### src/rtl/fsm_pkg.sv
// Shared definitions for the serial pattern transmitter: state encodings and
// the frame-length saturation rule.
package fsm_pkg;

    typedef enum logic [1:0] {
        ST_IDLE = 2'd0,
        ST_SEND = 2'd1,
        ST_GAP  = 2'd2
    } state_t;

    // A requested length of 0, or one longer than the frame, means a full-width frame.
    function automatic int unsigned sat_len(input int unsigned len, input int unsigned width);
        return ((len == 0) || (len > width)) ? width : len;
    endfunction

endpackage

### src/rtl/fsm_pattern_tx.sv
// Serial pattern transmitter: captures a parallel pattern and shifts it out
// MSB-first, repeating the frame with a fixed idle gap between frames.
module fsm_pattern_tx
    import fsm_pkg::*;
#(
    parameter int WIDTH = 8,
    parameter int GAP   = 2,
    parameter int LW    = $clog2(WIDTH) + 1
) (
    input  logic             clk_i,
    input  logic             reset_i,
    input  logic             start_i,
    input  logic [WIDTH-1:0] pattern_i,
    input  logic [LW-1:0]    len_i,
    input  logic [3:0]       repeat_i,
    input  logic             abort_i,
    output logic             data_o,
    output logic             valid_o,
    output logic             ready_o,
    output logic             done_o
);

    localparam int GW       = (GAP > 1) ? $clog2(GAP) : 1;
    localparam int GAP_LAST = (GAP > 0) ? GAP - 1 : 0;

    state_t           state_reg, state_next;
    logic [WIDTH-1:0] pattern_reg;
    logic [WIDTH-1:0] shift_reg;
    logic [LW-1:0]    len_reg;
    logic [LW-1:0]    bit_cnt_reg;
    logic [GW-1:0]    gap_cnt_reg;
    logic [3:0]       frame_cnt_reg;
    logic             done_reg;

    logic             capture, shift_en, reload, gap_start, gap_step, frame_dec, done_next;
    logic [LW-1:0]    cap_len;
    logic             last_bit, gap_last;

    assign cap_len  = LW'(sat_len(32'(len_i), WIDTH));
    assign last_bit = (bit_cnt_reg == len_reg - 1'b1);
    assign gap_last = (gap_cnt_reg == GW'(GAP_LAST));

    always_comb begin
        state_next = state_reg;
        capture    = 1'b0;
        shift_en   = 1'b0;
        reload     = 1'b0;
        gap_start  = 1'b0;
        gap_step   = 1'b0;
        frame_dec  = 1'b0;
        done_next  = 1'b0;
        case (state_reg)
            ST_IDLE: begin
                if (start_i) begin
                    state_next = ST_SEND;
                    capture    = 1'b1;
                end
            end
            ST_SEND: begin
                if (abort_i) begin
                    state_next = ST_IDLE;
                end else if (last_bit) begin
                    if (frame_cnt_reg != 4'd0) begin
                        frame_dec = 1'b1;
                        if (GAP > 0) begin
                            state_next = ST_GAP;
                            gap_start  = 1'b1;
                        end else begin
                            reload = 1'b1;
                        end
                    end else begin
                        state_next = ST_IDLE;
                        done_next  = 1'b1;
                    end
                end else begin
                    shift_en = 1'b1;
                end
            end
            ST_GAP: begin
                if (abort_i) begin
                    state_next = ST_IDLE;
                end else if (gap_last) begin
                    state_next = ST_SEND;
                    reload     = 1'b1;
                end else begin
                    gap_step = 1'b1;
                end
            end
            default: state_next = ST_IDLE;
        endcase
    end

    always_ff @(posedge clk_i) begin
        if (reset_i) begin
            state_reg     <= ST_IDLE;
            pattern_reg   <= '0;
            shift_reg     <= '0;
            len_reg       <= '0;
            bit_cnt_reg   <= '0;
            gap_cnt_reg   <= '0;
            frame_cnt_reg <= '0;
            done_reg      <= 1'b0;
        end else begin
            state_reg <= state_next;
            done_reg  <= done_next;
            // Left-align the frame so the shift register MSB is always the next bit out.
            if (capture) begin
                pattern_reg   <= pattern_i;
                len_reg       <= cap_len;
                frame_cnt_reg <= repeat_i;
                shift_reg     <= pattern_i << (LW'(WIDTH) - cap_len);
                bit_cnt_reg   <= '0;
            end else if (reload) begin
                shift_reg   <= pattern_reg << (LW'(WIDTH) - len_reg);
                bit_cnt_reg <= '0;
            end else if (shift_en) begin
                shift_reg   <= shift_reg << 1;
                bit_cnt_reg <= bit_cnt_reg + 1'b1;
            end
            if (frame_dec) begin
                frame_cnt_reg <= frame_cnt_reg - 1'b1;
            end
            if (gap_start) begin
                gap_cnt_reg <= '0;
            end else if (gap_step) begin
                gap_cnt_reg <= gap_cnt_reg + 1'b1;
            end
        end
    end

    assign valid_o = (state_reg == ST_SEND);
    assign data_o  = valid_o & shift_reg[WIDTH-1];
    assign ready_o = (state_reg == ST_IDLE);
    assign done_o  = done_reg;

endmodule

### config.mk
export PLATFORM = sky130hd
export DESIGN_NAME = fsm_pattern_tx
export DESIGN_NICKNAME = d
export VERILOG_FILES = /design/src/rtl/fsm_pkg.sv /design/src/rtl/fsm_pattern_tx.sv
export SDC_FILE = /design/constraint.sdc
export NUM_CORES = 1
export LEC_CHECK = 0
export CAP_MARGIN = 0
export CORE_MARGIN = 1
export CORE_UTILIZATION = 55
export DETAILED_ROUTE_END_ITERATION = 10
export PLACE_DENSITY = 0.79
export SLEW_MARGIN = 20
export SYNTH_ARGS = -nofsm -noshare
export SYNTH_HDL_FRONTEND = slang
export SYNTH_SLANG_ARGS = --single-unit
### constraint.sdc
create_clock -name clk_i -period 3.17 [get_ports clk_i]
set_clock_uncertainty 0.15 [all_clocks]
set_input_delay 0.634 -clock clk_i [delete_from_list [all_inputs] [get_ports clk_i]]
set_output_delay 0.634 -clock clk_i [all_outputs]
set_load 0.01 [all_outputs]
# Word level (Yosys, flattened, before mapping)
# Cells that the tools add are included.
[classes]
eq_ne = 6
n_addsub = 6
n_mux = 29
bitwise = 3
shifts = 2
magnitude_cmp = 1
reduce_logical = 10
[ops]
columns = ["op", "n"]
rows = [
  ["two-way mux 8 bit", 3],
  ["two-way mux 1 bit", 16],
  ["<< shifter 8 x 4 -> 8 bit", 2],
  ["two-way mux 2 bit", 6],
  ["two-way mux 4 bit", 3],
  ["subtractor 4 x 1 -> 4 bit (second input constant)", 2],
  ["subtractor 4 bit (first input constant)", 2],
  ["case mux 2 bit (3 select lines)", 1],
  ["adder 4 x 1 -> 4 bit (second input constant)", 1],
  ["equality test 4 bit", 1],
  ["> comparator 4 bit (second input constant)", 1],
  ["zero test 4 bit", 1],
  ["nonzero test 4 bit", 1],
  ["OR reduction 4 bit", 1],
  ["inequality test 3 x 2 -> 1 bit (second input constant)", 1],
  ["inequality test 3 bit (second input constant)", 1],
  ["AND reduction 3 bit", 1],
  ["nonzero test 3 bit", 1],
  ["OR reduction 3 bit", 1],
  ["equality test 2 x 1 -> 1 bit (second input constant)", 1],
  ["equality test 2 bit (second input constant)", 1],
  ["zero test 2 bit", 1],
  ["inequality test 2 bit (second input constant)", 1],
  ["NOT 1 bit", 2],
  ["other kinds (5)", 5],
]
[totals]
output_inout_bits = 4
word_cells = 65
regBits = 32

# Longest topological paths before layout
[logic_depth]
ltp_word = 8
mapped_depth = 10

# Least setup slack after synthesis
# Ideal clock, no wire load.
[synth_timing]
path_kind = "in2reg"
start = "in len_i[3]"
end = "reg shift_reg[7]"
setup_time_ns = 0.136
setup_slack_ns = 0.617
arrival_time_ns = 2.266
cell_stages = 8
n_path_buf = 1
cell_sequence = "nand2b_1 buf_2 ha_1 mux2_2 nand2_1 o21ai_0 a222oi_1 a311oi_1"
[synth_via]
elab_chain_cells = 6
elab_cells_between_ends = 7
cone_classes = "add/sub: 1; order compare: 1; shift: 1; mux: 2; reduce/logical: 2"
[synth_lines]
columns = ["item", "line", "source"]
rows = [
  ["start, declared", "fsm_pattern_tx.sv:14", "input logic [LW-1:0] len_i,"],
  ["> comparator 4 bit or zero test 4 bit (tied branches)", "fsm_pkg.sv:13", "return ((len == 0) || (len > width)) ? width : len;"],
  ["logical OR 1 bit", "fsm_pkg.sv:13", ""],
  ["two-way mux 4 bit (*)", "fsm_pkg.sv:13", ""],
  ["subtractor 4 bit (*)", "fsm_pattern_tx.sv:111", "shift_reg <= pattern_i << (LW'(WIDTH) - cap_len);"],
  ["<< shifter 8 x 4 -> 8 bit (*)", "fsm_pattern_tx.sv:111", ""],
  ["two-way mux 8 bit (*)", "fsm_pattern_tx.sv:107", "if (capture) begin"],
  ["end signal, assigned", "fsm_pattern_tx.sv:111", ""],
  ["end signal, assigned", "fsm_pattern_tx.sv:114", "shift_reg <= pattern_reg << (LW'(WIDTH) - len_reg);"],
  ["end signal, assigned", "fsm_pattern_tx.sv:117", "shift_reg <= shift_reg << 1;"],
  ["end, declared", "fsm_pattern_tx.sv:28", "logic [WIDTH-1:0] shift_reg;"],
]
# Every way passes the cells marked *; elsewhere a longest branch is shown, timed or not.
# A chain may end at the register's enable or synchronous reset.

# Worst setup path in the final report
# Ends and elaborated chain as after synthesis.

==> impl_metrics.env <==
export IMPL_ys_seq_elements=32
export IMPL_io_pins=24
export IMPL_critPathMaxFanout=5
export IMPL_p_seq_share_pct=44.4
export IMPL_final_cell_area_sq_um=2400
export IMPL_status="finished, final reports clean"
export IMPL_syn_num_nets=253
export IMPL_max_freq_ghz=0.370
export IMPL_ctsHoldBuffers=0
export IMPL_slew_viol_final=0
export IMPL_pre_cts_ws_ns=0.213
export IMPL_die_h_um=62.7
export IMPL_cp_arrival_ns=2.69
export IMPL_gp_congestion=0.938
export IMPL_utilization_pct=69.6
export IMPL_maxSlewHeadroom_pct=50.4
export IMPL_max_slew_worst_pin_slew_ns=0.742
export IMPL_cts_setup_buffers=0
export IMPL_synth_cell_types=47
export IMPL_clockBufferDepth=2
export IMPL_dr_pass1_iters=5
export IMPL_grt_pass1_wl_um=8090
export IMPL_leakagePower_nw=0.891
export IMPL_rsz0062_at_grt="no"
export IMPL_dr_first_iter_drc_count=155
export IMPL_avgSynthCellArea_sq_um=8.85
export IMPL_drv_cap=0
export IMPL_fp_dieArea_sq_um=3930
export IMPL_finalSetupTns_ns=0
export IMPL_initial_utilization_pct=58.9
export IMPL_hold_class="reg -> reg"
export IMPL_fillers=292
export IMPL_cts_sinks=32
export IMPL_root_buffer="clkbuf_8"
export IMPL_mostFrequentLayoutCells="dfxtp_1 (32), nand2_1 (29), clkdlybuf4s50_1 (23), a21oi_1 (19), nor2_1 (14)"
export IMPL_diodes=0
export IMPL_mostFrequentLayoutCell="dfxtp_1"
export IMPL_post_cts_resized=0
export IMPL_vias_per_cell=6.11
export IMPL_drtAntennaViolNets=0
export IMPL_fin_nets=277
export IMPL_hold_violations=0
export IMPL_placed_cell_area_sq_um=2310
export IMPL_wl_um=4730
export IMPL_period_minus_slack_ns=2.71
export IMPL_p_switching_uw=291
export IMPL_antenna_found_initial=0
export IMPL_grt_overflow=0
export IMPL_ir_worst_vdd_mv=0.286
export IMPL_wire_per_inst_um=15.8
export IMPL_cp_start_kind="input port"
export IMPL_clk_latency_ns=0.28
export IMPL_die_w_um=62.7
export IMPL_crit_family="compound AO/OA/AOI/OAI gates"
export IMPL_drive_above_1_share_pct=12.6
export IMPL_critPathSlowestCell="clkdlybuf4s50_1"
export IMPL_setup_violations=0
export IMPL_clkTransAtPathRegs_ns=0.07
export IMPL_areaGrowthSynthToFinish_pct=18.3
export IMPL_fin_ws_ns=0.464
export IMPL_cts_buffers=5
export IMPL_p_clk_share_pct=32.0
export IMPL_worstPathBufferInverterCount=1
export IMPL_drc=0
export IMPL_p_sw_share_pct=28.7
export IMPL_grt_max_degree=19
export IMPL_num_rows=21
export IMPL_vias=1834
export IMPL_powerDensity_nw_per_um2=423
export IMPL_grt_pass1_vias=1709
export IMPL_ys_warn_count=0
export IMPL_cp_required_ns=3.16
export IMPL_hpwl_um=3490
export IMPL_grt_total_usage_pct=26.5
export IMPL_worstSetupEndpointType="flop"
export IMPL_syn_cell_area_sq_um=2030
export IMPL_ys_seq_area_share_pct=31.6
export IMPL_p_int_uw=722
export IMPL_htreeDepth=2
export IMPL_p_comb_share_pct=23.6
export IMPL_path_class="in -> reg"
export IMPL_syn_inst=229
export IMPL_tritoncts="yes"
export IMPL_max_stage_delay_ns=0.44
export IMPL_path_cells="clkdlybuf4s50_1 > nand2b_1 > ha_1 > mux2_2 > nand2_1 > o21ai_0 > a222oi_1 > a311oi_1"
export IMPL_port_buffers=23
export IMPL_period_share_pct=85.4
export IMPL_core_area_sq_um=3440
==> final timing paths <==
check / slack [ns] / cells past startpoint / end / startpoint
worst max-delay path: 0.46 / 8 / shift_reg[7] / len_i[3]
worst max register to register: 0.74 / 7 / shift_reg[6] / len_reg[0]
worst min register to register: 0.33 / 2 / pattern_reg[7] / pattern_reg[7]
worst min-delay path: 0.33 / 2 / pattern_reg[7] / pattern_reg[7]
==> power by group through the flow <==
| stage | combinational, mW | sequential (mW) | clock [mW] |
|---|---|---|---|
| 4_1_cts | 0.238 | 0.449 | 0.327 |
| 6_report | 0.239 | 0.450 | 0.324 |
| 3_3_place_gp | 0.231 | 0.457 | 0 |
| 5_1_grt | 0.263 | 0.452 | 0.345 |
| 3_5_place_dp | 0.236 | 0.458 | 0 |
| 2_1_floorplan | 0.167 | 0.449 | 0 |
==> cell usage after synthesis (all sizes together) <==
library cell   n  area (sq um)
mux2i          9          90.1
mux4           8           188
nand2b         4          25.0
o21ai          2          10.0
or4            1          7.51
a21oi         19          95.1
and3           1          6.26
a31oi          3          18.8
a211o          1          8.76
nor2b          4          25.0
nand2         29           109
xor2           5          43.8
and4bb         1          12.5
nand3b         1          7.51
nor3          13          76.3
o41ai          1          8.76
nor4           1          6.26
and2           4          25.0
a211oi         6          45.0
ha             4          50.1
or3b           1          8.76
buf            6          42.5
or2            4          25.0
mux2           2          22.5
o32ai          1          8.76
a311oi         4          35.0
nand3          6          30.0
o211ai         1          7.51
dfxtp         32           641
a222oi         7          70.1
inv            7          26.3
o31ai          2          15.0
o22ai          2          12.5
nor2          14          52.6
xnor3          1          22.5
nand4          1          6.26
or3            3          23.8
clkbuf         8          30.0
a22oi          2          15.0
a21o           1          7.51
xnor2          4          42.6
nor3b          3          22.5
==> kinds of logic (layout without fill, tap and decap cells) <==
logic type / count (synthesis) / after routing / synth area share, %
flops: 32 / 32 / 31.6
xor+xnor: 10 / 10 / 5.37
fa+ha+maj: 4 / 4 / 2.47
simple gates: 91 / 91 / 23.2
buf+inv: 21 / 46 / 4.88
mux: 19 / 19 / 14.8
compound gates: 52 / 52 / 17.7
==> layout make-up <==
cell class	instances	area (sq um)	share of cell area, %
Clock buffer	8	90.1	3.76
Inverter	7	26.3	1.10
Multi-Input combinational cell	176	1290	53.9
Sequential cell	32	641	26.7
Tap cell	46	57.6	2.40
Timing Repair Buffer	31	290	12.1
==> worst reg2reg max path: stages (launching register included) <==
cell and delay (ns):
dfxtp_1 0.46, inv_1 0.08, ha_1 0.33, xor2_1 0.18, nand3_1 0.14, o21ai_0 0.36
nand2_1 0.28, a311oi_1 0.36
==> routing by layer <==
metal  vias to the layer above  track usage, %  share of wire, %
met1                       854            37.0                47
met3                         9            5.84               5.6
met5                         -               0                 0
met4                         0            10.5               1.8
met2                        66            39.7                45
li1                        905               -                 -
==> per-stage QoR <==
step | instances | power, mW | hold WS [ns]
finish | 300 | 1.01 | 0.327
global route | 300 | 1.06 | 0.360
CTS | 300 | 1.01 | 0.321
detailed placement | 292 | 0.693 | 0.312
global placement | 292 | 0.688 | 0.299
floorplan | 229 | 0.616 | 0.283
Power figures use the tool's default switching activity.
